File: config.mk
export PLATFORM = sky130hd
export DESIGN_NAME = uart_tx
export DESIGN_NICKNAME = d
export VERILOG_FILES = /design/src/rtl/uart_pkg.sv /design/src/rtl/uart_baud_tick.sv /design/src/rtl/uart_tx.sv
export SDC_FILE = /design/constraint.sdc
export NUM_CORES = 1
export LEC_CHECK = 0
export BUFFER_PORTS_ARGS = -buffer_cell sky130_fd_sc_hd__buf_2
export CORE_MARGIN = 1.5
export CORE_UTILIZATION = 48
export CTS_BUF_LIST = sky130_fd_sc_hd__clkbuf_8
export CTS_CLUSTER_SIZE = 10
export DETAILED_ROUTE_END_ITERATION = 10
export PLACE_DENSITY = 0.71
export SYNTH_ARGS = -nofsm -noshare
export SYNTH_HDL_FRONTEND = slang
export SYNTH_SLANG_ARGS = --single-unit
File: constraint.sdc
create_clock -name clk -period 3.2 [get_ports clk]
set_input_delay 0.64 -clock clk [delete_from_list [all_inputs] [get_ports clk]]
set_output_delay 0.64 -clock clk [all_outputs]
set_load 0.01 [all_outputs]
File: src/rtl/uart_pkg.sv
// Shared definitions for the lab UART link (transmitter and receiver).
//   state_t              : frame FSM states, 2-bit encoding
//   CLK_HZ, BAUD         : board clock and link baud rate
//   DEFAULT_CLKS_PER_BIT : rounded CLK_HZ / BAUD (10417 for 100 MHz / 9600)
package uart_pkg;

    typedef enum logic [1:0] {
        IDLE  = 2'd0,
        START = 2'd1,
        DATA  = 2'd2,
        STOP  = 2'd3
    } state_t;

    localparam int CLK_HZ = 100_000_000;
    localparam int BAUD   = 9600;
    // Round to nearest rather than truncate so the bit period error stays small.
    localparam int DEFAULT_CLKS_PER_BIT = (CLK_HZ + BAUD / 2) / BAUD;

endpackage

File: src/rtl/uart_baud_tick.sv
// Bit-period counter shared by the UART transmitter and receiver.
//   clk, reset : clock and synchronous active-low reset
//   clear      : synchronous clear of the count (priority over enable)
//   enable     : count while high; hold while low
//   tick       : high on the last count (CLKS_PER_BIT-1) while enabled;
//                the counter wraps to 0 on the following edge
module baud_tick
    import uart_pkg::*;
#(
    parameter int CLKS_PER_BIT = DEFAULT_CLKS_PER_BIT
) (
    input  logic clk,
    input  logic reset,
    input  logic clear,
    input  logic enable,
    output logic tick
);

    localparam int CNT_W = $clog2(CLKS_PER_BIT);
    localparam logic [CNT_W-1:0] LAST = CNT_W'(CLKS_PER_BIT - 1);

    logic [CNT_W-1:0] count_reg;

    assign tick = enable && (count_reg == LAST);

    always_ff @(posedge clk) begin
        if (!reset || clear) begin
            count_reg <= '0;
        end else if (enable) begin
            count_reg <= tick ? '0 : count_reg + CNT_W'(1);
        end
    end

endmodule

File: src/rtl/uart_tx.sv
// 8N1 UART transmitter, LSB first, fixed baud from CLKS_PER_BIT.
//   clk      : system clock, rising edge
//   reset    : synchronous active-low reset
//   tx_data  : payload, latched only on the accept edge
//   tx_start : send request; held high it resends once per frame
//   tx_busy  : high while a frame is in progress
//   tx_done  : one-cycle pulse on the final cycle of the stop bit
//   tx       : serial line, idle high, driven straight from a flop
module uart_tx
    import uart_pkg::*;
#(
    parameter int CLKS_PER_BIT = DEFAULT_CLKS_PER_BIT,
    parameter int DATA_BITS    = 8
) (
    input  logic                 clk,
    input  logic                 reset,
    input  logic [DATA_BITS-1:0] tx_data,
    input  logic                 tx_start,
    output logic                 tx_busy,
    output logic                 tx_done,
    output logic                 tx
);

    localparam int BIT_W = (DATA_BITS > 1) ? $clog2(DATA_BITS) : 1;
    localparam logic [BIT_W-1:0] LAST_BIT = BIT_W'(DATA_BITS - 1);

    state_t               state_reg,   state_next;
    logic [DATA_BITS-1:0] shift_reg,   shift_next;
    logic [BIT_W-1:0]     bit_cnt_reg, bit_cnt_next;
    logic                 tx_reg,      tx_next;
    logic                 busy_reg,    busy_next;
    logic                 accept;
    logic                 tick;
    logic [DATA_BITS-1:0] shift_shr;

    assign accept    = (state_reg == IDLE) && tx_start;
    assign shift_shr = shift_reg >> 1;

    baud_tick #(
        .CLKS_PER_BIT(CLKS_PER_BIT)
    ) u_baud_tick (
        .clk    (clk),
        .reset  (reset),
        .clear  (accept),
        .enable (state_reg != IDLE),
        .tick   (tick)
    );

    always_ff @(posedge clk) begin
        if (!reset) begin
            state_reg   <= IDLE;
            shift_reg   <= '0;
            bit_cnt_reg <= '0;
            tx_reg      <= 1'b1;
            busy_reg    <= 1'b0;
        end else begin
            state_reg   <= state_next;
            shift_reg   <= shift_next;
            bit_cnt_reg <= bit_cnt_next;
            tx_reg      <= tx_next;
            busy_reg    <= busy_next;
        end
    end

    // The line value for the next bit is computed here so tx is a pure flop.
    always_comb begin
        state_next   = state_reg;
        shift_next   = shift_reg;
        bit_cnt_next = bit_cnt_reg;
        tx_next      = tx_reg;
        busy_next    = busy_reg;
        unique case (state_reg)
            IDLE: begin
                tx_next   = 1'b1;
                busy_next = 1'b0;
                if (tx_start) begin
                    shift_next = tx_data;
                    state_next = START;
                    tx_next    = 1'b0;
                    busy_next  = 1'b1;
                end
            end
            START: begin
                if (tick) begin
                    state_next   = DATA;
                    tx_next      = shift_reg[0];
                    bit_cnt_next = '0;
                end
            end
            DATA: begin
                if (tick) begin
                    if (bit_cnt_reg == LAST_BIT) begin
                        state_next = STOP;
                        tx_next    = 1'b1;
                    end else begin
                        shift_next   = shift_shr;
                        tx_next      = shift_shr[0];
                        bit_cnt_next = bit_cnt_reg + BIT_W'(1);
                    end
                end
            end
            STOP: begin
                if (tick) begin
                    state_next = IDLE;
                    busy_next  = 1'b0;
                end
            end
            default: state_next = IDLE;
        endcase
    end

    assign tx      = tx_reg;
    assign tx_busy = busy_reg;
    // Decoded from registered state and count, so it is glitch-free in practice.
    assign tx_done = (state_reg == STOP) && tick;

endmodule

# Yosys cells after proc, flatten, opt, wreduce, memory -nomap -nowiden
# Index checks and enable logic that the tools add are counted.
[word_totals] regBits=29 in_bits=11 out_inout_bits=3 word_cells=58
[classes] addsub=2 n_eq_ne=11 muxes=23 reduce_logical=16
[op_table] operator="8-bit 2-to-1 mux" n=3
[op_table] operator="8-bit one-hot mux with 2 select lines" n=1
[op_table] operator="14-bit by 1-bit adder with 14-bit output (second input constant)" n=1
[op_table] operator="14-bit equality test (second input constant)" n=1
[op_table] operator="14-bit 2-to-1 mux" n=1
[op_table] operator="2-bit inequality test (second input constant)" n=6
[op_table] operator="2-bit 2-to-1 mux" n=5
[op_table] operator="3-bit 2-to-1 mux" n=3
[op_table] operator="2-bit one-hot mux with 4 select lines" n=1
[op_table] operator="4-bit AND reduction" n=2
[op_table] operator="2-bit nonzero test" n=4
[op_table] operator="1-bit 2-to-1 mux" n=6
[op_table] operator="3-bit one-hot mux with 2 select lines" n=1
[op_table] operator="5-bit AND reduction" n=1
[op_table] operator="2-bit equality test (second input constant)" n=2
[op_table] operator="3-bit by 1-bit adder with 3-bit output (second input constant)" n=1
[op_table] operator="3-bit equality test (second input constant)" n=1
[op_table] operator="1-bit logical AND" n=3
[op_table] operator="1-bit one-hot mux with 3 select lines" n=1
[op_table] operator="3-bit AND reduction" n=1
[op_table] operator="3-bit nonzero test" n=1
[op_table] operator="2-bit by 1-bit equality test with 1-bit output (second input constant)" n=1
[op_table] operator="2-bit logical NOT" n=1
[op_table] operator="1-bit one-hot mux with 2 select lines" n=1
[op_table] operator="3 further kinds" n=3

# Longest topological paths before layout
# Gate-level depths: netlist of the first run.
[depth] ltp_word=4 mapped_depth=7 depth_no_buf=6

# Cells and area by module
# Synthesis of the first run repeated with hierarchy kept, for this count alone.
[unflattened] cells_unflattened=184 area_unflattened_um2=1606.5
[by_module_without_submodules] module="uart_tx" n_inst=1 cells_per_inst=104 area_each_um2=925.9 seq_area_each_um2=300.3
[by_module_without_submodules] module="baud_tick" n_inst=1 cells_per_inst=80 area_each_um2=680.7 seq_area_each_um2=280.3

# Least setup slack after synthesis of the first run
# Ideal clock, no wire load.
[synth_timing] kind="register to output" start="register state_reg[0]" end="output tx_done" arrival_ns=1.424 required_time_ns=2.560 setup_slack_ns=1.136 path_stages_with_launch=6 path_buffers=0 path_cell_list="dfxtp_1 inv_1 ha_1 and4b_1 and4_2 and2_1"
[synth_via] elab_chain_len=3 elab_cells_between_ends=4 classes_between="eq/ne: 1; reduce/logical: 3"
[synth_lines] item="start, declared" line="uart_tx.sv:27" text="state_t state_reg, state_next;"
[synth_lines] item="start signal, assigned" line="uart_tx.sv:57" text="state_reg <= state_next;"
[synth_lines] item="2-bit nonzero test" line="uart_tx.sv:45" text=".enable (state_reg != IDLE),"
[synth_lines] item="1-bit logical AND" line="uart_baud_tick.sv:24" text="assign tick = enable && (count_reg == LAST);"
[synth_lines] item="1-bit logical AND (*)" line="uart_tx.sv:115" text="assign tx_done = (state_reg == STOP) && tick;"
[synth_lines] item="end, declared" line="uart_tx.sv:20" text="output logic tx_done,"
# Every way passes the cells marked *; elsewhere a longest branch is shown, timed or not.

# Worst setup path in the final report of the first run
# Same ends and word-level chain as after synthesis.

==> impl_results.md, run 1 <==
- Maximum vdd drop: 0.000371 V
- WP data required: 2560 ps
- Max-slew headroom: just over 60%
- Commonest non-fill, non-tap cell in the layout: dfxtp_1
- Vias in the first global route: 1158
- Max FFs per register: 14
- Final design utilization: 55.4%
- P_leak: 0.747 nW
- H-Tree Depth: 2
- CTS buffer count: 5
- Ys async rst share: 0%
- Logic gate share of total power: 33.0%
- Clock transition at path regs: 60 ps
- Sequential share of power: between 30% and 40%
- Clock sink total: 29
- Initial Util: 49.5%
- # setup viols final: 0
- Post-Synthesis Cell Area: between 0.0015 and 0.002 sq mm
- # DRC: 0
- Final ANT Viol Nets: 0
- Register area share after synthesis: between 30% and 40%
- CTS Buffer Depth: 2
- YS warnings: 0
- Drt initial violations: 50
- Die height: 61.4 um
- Fin crit share: around 84%
- Die Span X: between 60 and 70 um
- Num rows: 21
- Clk_skew: 6.35 ps
- Crit Path Category: flip-flop to output pin
- Hold buffers post-CTS: 0
- Synth cell types: 44
- Drt wl/cell: 12.5 um
- DIE AREA: 0.00377 sq mm
- Mapped Cells: ~180
- Routed via count: 1285
- P_int: 772 uW
- Final hold viol count: 0
- Yosys reg bits: 29
- Worst skew pair latency: about 270 ps
- Mux share of post-synthesis cell area: 9.69%
- Synth Area in Compound Gates: 11.8%
- Post-synth EDFFs: 0
- Area contributors post-synth: dfxtp_1, ha_1, nand2_1
- Number of vias per cell: 5.31
- Final wirelength: 3030 um
- Synth Net Count: 202
- CTS-repair resized insts: 0
- RSZ-0062 raised after global routing: false
- Area grow syn2layout: 11.9%
- Switching Fraction: 32.5%
- Psw: ~370 uW
- Arrival @ worst endpoint: 2060 ps
- Min-Delay Path Class: flip-flop to flip-flop
- Worst slew pin tran: 575 ps
- GRT Total Usage: between 15 and 20%
- Initial antenna violation count: 0
- Overall Power: approximately 1.1 mW
- Hpwl dp: 2280 um
- Post-synthesis adder-cell area fraction: 6.87%
- Share of the synthesized area in the top cell type: 35.4%
- Max Cap Viol: 0
- Synth Area in XOR/XNOR: about 5.3%
- Core Region: 0.00331 sq mm
- Clk pwr share: 28.3%
- Synthesized area per cell: 9.01 sq um
- Final #Nets: 215
- Clk Tree Root Cell: clkbuf_8
- First-pass GRT wire length: roughly 4900 um
- Fmax: between 300 and 400 MHz
- Initial DRT Pass Iterations: 4
- Largest net degree at the start of global routing: 30
- GRT overflow: 0
- Layout cells sized above 1: 18.9%
- Final Worst Setup Slack: 498 ps
- Synth Area in Simple Gates: about 28%
- Fillcell total: 330
- Largest family of logic cells by synthesized area: simple AND/OR/NAND/NOR gates
- PwrDens: 624 mW/mm^2
- Total setup buffers inserted after CTS: 0
- Commonest register cell after synthesis: dfxtp_1
- Crit Path Max Fanout: 11
- Post-route setup TNS: 0 ps
- Pins Over Slew Limit: 0
- Synth area leader: dfxtp_1
- CP Capture Type: output pin
- Post-Place Worst Slack: about 790 ps
- Run status: complete, no violations
- Gpl congestion: 0.808
- CP Launch Type: flip-flop
- # port buffers: 13
- Ant diodes: 0
- Crit path time final: 2700 ps
- Most frequent cells in the layout: dfxtp_1, nand2_1, nor2_1
- CTS tree: built
- Total I/O pin count: 14
-- cell type report --
cell class	instances	area, sq um	area share (%)
repair buffers	13	65.1	3.55
well taps	46	57.6	3.14
clock buffers	7	96.3	5.25
clock inverters	1	5.00	0.273
inverters	6	22.5	1.23
flip-flops and latches	29	581	31.7
multi-input cells	140	1010	54.9
-- stage by stage --
stage	area [sq um]	std cells	hold slack, ps
after floorplan	1640	182	435
after global placement	1730	234	443
after detailed placement	1730	234	452
after CTS	1830	242	462
after global routing	1830	242	472
final	1830	242	458
-- critical path, stage by stage (launching register included) --
cell     delay [ps]
dfxtp_1         390
inv_1           100
ha_1            320
and4b_1         400
and4_2          330
and2_1          140
buf_2           120
-- cell usage after synthesis, types with 2 or more instances --
library cell and instances:
dfxtp_1 29, nand2_1 25, nor2_1 17, ha_1 9
mux2i_1 8, mux2_2 7, a21oi_1 6, inv_1 6
o21ai_0 6, xor2_1 6, and2_1 5, clkbuf_1 5
nand3_1 4, nand4_1 4, nor2b_1 4, xnor2_1 4
or3_1 3, a32o_1 2, and3_1 2, and4_1 2
buf_2 2, nand2b_1 2, nand4b_1 2, o211ai_1 2
-- logic make-up (layout without fill, tap and decap cells) --
family / Yosys count / in the layout
AO/OA/AOI/OAI: 26 / 26
XOR/XNOR: 10 / 10
adder cells (fa/ha/maj): 9 / 9
buffers and inverters: 13 / 27
flip-flops: 29 / 29
multiplexers: 15 / 15
AND/OR/NAND/NOR: 80 / 80
-- power groups by stage --
stage,clock (mW),sequential (mW),combinational (mW)
floorplan,0,0.448,0.302
global placement,0,0.446,0.366
detailed placement,0,0.452,0.379
CTS,0.335,0.443,0.380
global route,0.347,0.449,0.423
finish,0.324,0.443,0.378
-- per-layer routing --
layer	vias to the layer above	global-route usage [%]	part of all wire, %
met1	587	21.1	47
met2	25	29.0	47
met3	7	3.99	3.1
li1	666	-	-
met4	0	9.42	2.4
met5	-	0	0
-- path summary, 6_finish.rpt --
| path | slack, ps | to | from | depth (start not counted) |
|---|---|---|---|---|
| max | 500 | tx_done | state_reg[0] | 6 |
| min | 460 | shift_reg[2] | shift_reg[2] | 2 |
| max reg2reg | 1060 | u_baud_tick.count_reg[1] | state_reg[0] | 6 |
| min reg2reg | 460 | shift_reg[2] | shift_reg[2] | 2 |
Power figures use the tool's default switching activity.
==> inputs of run 2 (changes only) <==
==> constraint.sdc (replaced) <==
create_clock -name clk -period 2.57 [get_ports clk]
set_input_delay 0.514 -clock clk [delete_from_list [all_inputs] [get_ports clk]]
set_output_delay 0.514 -clock clk [all_outputs]
set_load 0.01 [all_outputs]
==> impl_results.md, run 2 (synthesis gave the netlist of run 1 again) <==
- Num rows: 21 (unchanged)
- Routed via count: 1272 (was 1285)
- Clk_skew: 3.87 ps (was 6.35 ps)
- Ant diodes: 0 (unchanged)
- R2r setup slk: 550 ps (was 1060 ps)
- CTS tree: built (unchanged)
- # DRC: 0 (unchanged)
- Clock transition at path regs: 60 ps (about the same)
- Hold_sp: shift_reg[2] (unchanged)
- CTS Buffer Depth: 2 (unchanged)
- Pins Over Slew Limit: 0 (unchanged)
- # setup viols final: 0 (unchanged)
- Run status: complete, no violations (unchanged)
- Fin crit share: 94.3%
- Vias in the first global route: 1091 (was 1158)
- First-pass GRT wire length: 4760 um (was 4880 um)
- Worst path bufs/invs: 2 (unchanged)
- Crit Path Max Fanout: 4 (was 11)
- Clk Tree Root Cell: clkbuf_8 (unchanged)
- Max Cap Viol: 0 (unchanged)
- CP max stage cell: dfxtp_1 (was and4b_1)
- Largest stage delay, worst path: 380 ps (was 400 ps)
- Clock sink total: 29 (unchanged)
- GRT Total Usage: 17.2% (was 17.5%)
- Crit path max-delay family: simple AND/OR/NAND/NOR gates (unchanged)
- Initial DRT Pass Iterations: 4 (unchanged)
- Min-Delay Path Class: flip-flop to flip-flop (unchanged)
- Final wirelength: 3000 um (was 3030 um)
- Worst skew pair latency: 280 ps (was 270 ps)
- Worst r2r src: state_reg[0] (unchanged)
- Core Region: 0.00331 sq mm (unchanged)
- Max FFs per register: 14 (unchanged)
- Area of the multi-input gates: 0.00101 sq mm (unchanged)
- Max-slew headroom: 61.0% (was 61.6%)
- WP data required: 2060 ps (was 2560 ps)
- Reg-to-reg endpoint: state_reg[0] (was u_baud_tick.count_reg[1])
- CP Depth: 6 (unchanged)
- Final #Nets: 216 (was 215)
- PwrDens: 751 mW/mm^2 (was 624 mW/mm^2)
- Number of vias per cell: 5.23 (was 5.31)
- CP Capture Type: output pin (unchanged)
- Layout cells sized above 1: 17.8% (was 18.9%)
- Fillcell total: 315 (was 330)
- Storage cell area: 581 sq um (unchanged)
- Area after DPL: 0.00174 sq mm (was 0.00173 sq mm)
- Overall Power: 1.37 mW (was 1.14 mW)
- RSZ-0062 raised after global routing: false (unchanged)
- CTS buffer count: 5 (unchanged)
- # port buffers: 13 (unchanged)
- P_leak: 0.750 nW (was 0.747 nW)
- Crit path time final: 2420 ps
- Most frequent cells in the layout: dfxtp_1, nand2_1, nor2_1 (unchanged)
- R2R depth: 5 (was 6)
- Drt initial violations: 71 (was 50)
- Hpwl dp: 2240 um (was 2280 um)
- DIE AREA: 0.00377 sq mm (unchanged)
- Largest net degree at the start of global routing: 30 (unchanged)
- Post-route cell area: 0.00182 sq mm (was 0.00183 sq mm)
- Critical path cell sequence: inv_1 -> ha_1 -> and4b_1 -> and4_2 -> and2_1 -> buf_2 (unchanged)
- CTS-repair resized insts: 0 (unchanged)
- Arrival @ worst endpoint: 1910 ps (was 2060 ps)
- Post-route setup TNS: 0 ps (unchanged)
- Fmax: 413 MHz
- Hold buffers post-CTS: 0 (unchanged)
- Maximum vdd drop: 0.000369 V (was 0.000371 V)
- Hold EP: shift_reg[2] (unchanged)
- Worst slew pin tran: 585 ps (was 575 ps)
- Total I/O pin count: 14 (unchanged)
- Gpl congestion: 0.803 (was 0.808)
- Initial antenna violation count: 0 (unchanged)
- Final hold viol count: 0 (unchanged)
- Crit Path Category: flip-flop to output pin (unchanged)
- CP Launch Type: flip-flop (unchanged)
- GRT overflow: 0 (unchanged)
- Total setup buffers inserted after CTS: 0 (unchanged)
- Commonest non-fill, non-tap cell in the layout: dfxtp_1 (unchanged)
- Final ANT Viol Nets: 0 (unchanged)
- Initial Util: 49.5% (unchanged)
- Hold Path Cell Cnt: 2 (unchanged)
- Drt wl/cell: 12.4 um (was 12.5 um)
- Die Span X: 61.4 um (unchanged)
- Die height: 61.4 um (unchanged)
- H-Tree Depth: 2 (unchanged)
- Area grow syn2layout: 11.1% (was 11.9%)
## run 2: where the power goes
group	internal, mW	switching [mW]	total (mW)
Combinational	0.218	0.263	0.481
Clock	0.179	0.154	0.334
Sequential	0.511	0.0410	0.552
Total	0.908	0.459	1.37
## run 2: per-layer routing
layer	up-vias	global-route usage (%)	share of wire, %
met5	-	0	0
met4	0	6.38	1.2
met3	7	7.77	3.7
met2	20	27.4	46
met1	578	20.4	49
li1	667	-	-
## run 2: worst register-to-register path, delay by kind of cell (launching register included)
| family | cells | cell delay (ps) |
|---|---|---|
| and+or+nand+nor | 1 | 470 |
| DFF | 1 | 380 |
| buffers and inverters | 1 | 100 |
| AOI/OAI and AO/OA | 2 | 560 |
| adders and majority gates | 1 | 410 |
## run 2: layout make-up
| cell class | count | area share, % |
|---|---|---|
| tap | 46 | 3.16 |
| clock buffer | 5 | 3.78 |
| inverter | 6 | 1.24 |
| sequential | 29 | 31.9 |
| timing repair buffer | 14 | 3.99 |
| multi-input combinational | 140 | 55.3 |
| clock inverter | 3 | 0.619 |
## run 2: worst max-delay path by stage
stage | startpoint | endpoint
after floorplan | state_reg[0] | tx_done
after detailed placement | state_reg[0] | tx_done
after global routing | state_reg[0] | tx_done
after global placement | state_reg[0] | tx_done
after CTS | state_reg[0] | tx_done
final | state_reg[0] | tx_done
## run 2: metrics by stage
step,worst slack [ps],cells,hold slack (ps),util [%]
after floorplan,632,182,435,-
after detailed placement,448,235,453,52.6
after CTS,143,243,465,55.0
final,147,243,466,55.0
after global placement,504,235,442,52.6
after global routing,32.1,243,493,55.0
==> inputs of run 3 (changes only) <==
==> constraint.sdc (replaced) <==
create_clock -name clk -period 2.57 [get_ports clk]
set_input_delay 0.514 -clock clk [delete_from_list [all_inputs] [get_ports clk]]
set_output_delay 0.514 -clock clk [all_outputs]
set_load 0.1 [all_outputs]
==> impl_results.md, run 3 (synthesis gave the netlist of run 1 again) <==
- Hpwl dp: 2450 um (was 2240 um)
- Post-route setup TNS: 0 ps (unchanged)
- Drt wl/cell: 13.8 um (was 12.4 um)
- Crit path max-delay family: simple AND/OR/NAND/NOR gates (unchanged)
- End of the critical path: tx_done (unchanged)
- Largest stage delay, worst path: 390 ps (was 380 ps)
- Drt initial violations: 107 (was 71)
- CTS Buffer Depth: 2 (unchanged)
- First-pass GRT wire length: 5460 um (was 4760 um)
- H-Tree Depth: 2 (unchanged)
- Crit path from: state_reg[0] (unchanged)
- Hold slack final: 463 ps (was 466 ps)
- CP Depth: 6 (unchanged)
- Critical path cell sequence: inv_1 -> ha_2 -> and4b_1 -> and4_2 -> and2_1 -> buf_12 (was inv_1 -> ha_1 -> and4b_1 -> and4_2 -> and2_1 -> buf_2)
- Reg-to-reg endpoint: u_baud_tick.count_reg[1] (was state_reg[0])
- Crit Path Max Fanout: 11 (was 4)
- Clock sink total: 29 (unchanged)
- # port buffers: 13 (unchanged)
- CTS tree: built (unchanged)
- P_leak: 0.748 nW (was 0.750 nW)
- Total I/O pin count: 14 (unchanged)
- CP Capture Type: output pin (unchanged)
- PwrDens: 812 mW/mm^2 (was 751 mW/mm^2)
- GRT Total Usage: 19.7% (was 17.2%)
- R2R depth: 7 (was 5)
- Initial DRT Pass Iterations: 6 (was 4)
- CTS buffer count: 5 (unchanged)
- Num rows: 21 (unchanged)
- Hold_sp: shift_reg[5] (was shift_reg[2])
- CP max stage cell: dfxtp_1 (unchanged)
- Total setup buffers inserted after CTS: 0 (unchanged)
- Routed via count: 1341 (was 1272)
- Die height: 61.4 um (unchanged)
- Fin crit share: 96.3% (was 94.3%)
- Number of vias per cell: 5.54 (was 5.23)
- Fmax: 404 MHz (was 413 MHz)
- Initial antenna violation count: 0 (unchanged)
- Clk Tree Root Cell: clkbuf_8 (unchanged)
- Commonest non-fill, non-tap cell in the layout: dfxtp_1 (unchanged)
- Gpl congestion: 0.813 (was 0.803)
- WP data required: 2060 ps (about the same)
- GRT overflow: 0 (unchanged)
- Maximum vdd drop: 0.000427 V (was 0.000369 V)
- Core Region: 0.00331 sq mm (unchanged)
- Largest net degree at the start of global routing: 30 (unchanged)
- R2r setup slk: 480 ps (was 550 ps)
- Clk_skew: 5.76 ps (was 3.87 ps)
- Hold buffers post-CTS: 0 (unchanged)
- Final #Nets: 216 (unchanged)
- Die Span X: 61.4 um (unchanged)
- Run status: complete, no violations (unchanged)
- Crit path time final: 2470 ps (was 2420 ps)
- Most frequent cells in the layout: dfxtp_1, nand2_1, nor2_1 (unchanged)
- Layout cells sized above 1: 18.9% (was 17.8%)
- Worst slew pin tran: 619 ps (was 585 ps)
- DIE AREA: 0.00377 sq mm (unchanged)
- Initial Util: 49.5% (unchanged)
- Area grow syn2layout: 12.5% (was 11.1%)
- Final ANT Viol Nets: 0 (unchanged)
- Arrival @ worst endpoint: 1960 ps (was 1910 ps)
- # setup viols final: 0 (unchanged)
- CTS-repair resized insts: 1 (was 0)
- Final wirelength: 3330 um (was 3000 um)
- Crit Path Category: flip-flop to output pin (unchanged)
- RSZ-0062 raised after global routing: false (unchanged)
- Final hold viol count: 0 (unchanged)
- Pins Over Slew Limit: 0 (unchanged)
- Worst skew pair latency: 270 ps (was 280 ps)
- # DRC: 0 (unchanged)
- Clock transition at path regs: 60 ps (about the same)
- CP Launch Type: flip-flop (unchanged)
- Min-Delay Path Class: flip-flop to flip-flop (unchanged)
- Worst r2r src: state_reg[0] (unchanged)
- Max-slew headroom: 58.7% (was 61.0%)
- Vias in the first global route: 1289 (was 1091)
- Max Cap Viol: 0 (unchanged)
- Max FFs per register: 14 (unchanged)
- Ant diodes: 0 (unchanged)
- Worst path bufs/invs: 2 (unchanged)
==> run 3: changes by cell type in the layout (fill, tap and decap cells not counted), sizes merged <==
cell / change
inv: -2
clkbuf: +1
==> run 3: worst min-delay path by stage <==
stage,end,slack (ps),cells past startpoint
5_1_grt,tx_busy,490,2
2_1_floorplan,shift_reg[2],430,2
3_3_place_gp,shift_reg[2],440,2
6_report,shift_reg[5],460,2
4_1_cts,shift_reg[3],460,2
3_5_place_dp,shift_reg[3],460,2
==> run 3: through the flow <==
| step | power, mW | worst slack, ps | std cells | instance area [sq um] | utilization [%] |
|---|---|---|---|---|---|
| global route | 1.58 | 3.57 | 242 | 1840 | 55.7 |
| detailed placement | 1.12 | 290 | 235 | 1760 | 53.0 |
| global placement | 1.10 | 358 | 235 | 1760 | 53.0 |
| floorplan | 1.02 | 40.0 | 182 | 1640 | - |
| CTS | 1.50 | 79.8 | 242 | 1840 | 55.7 |
| finish | 1.50 | 95.0 | 242 | 1840 | 55.7 |
==> run 3: cell type report <==
type                    instances  area, sq um
inverters                       6         22.5
flip-flops and latches         29          581
multi-input cells             140         1010
well taps                      46         57.6
clock inverters                 1         3.75
clock buffers                   6         82.6
fillers                       317         1470
repair buffers                 14         87.6
==> run 3: report_power, final <==
part,switching [mW],internal [mW]
Combinational,0.359,0.217
Sequential,0.0443,0.511
Clock,0.159,0.208
Total,0.562,0.936
==> run 3: worst register-to-register path: stages (launching register included) <==
cell and delay, ps:
dfxtp_1 390, inv_1 100, ha_2 260, and4b_1 270, buf_4 130, nand4_4 190, nand3_1 440, o21ai_0 170
==> run 3: layer usage <==
metal / track usage, % / vias to the layer above / part of all wire, %
li1: - / 667 / -
met1: 22.7 / 649 / 46
met2: 34.0 / 19 / 49
met3: 6.30 / 6 / 3.3
met4: 7.29 / 0 / 1.4
met5: 0 / - / 0
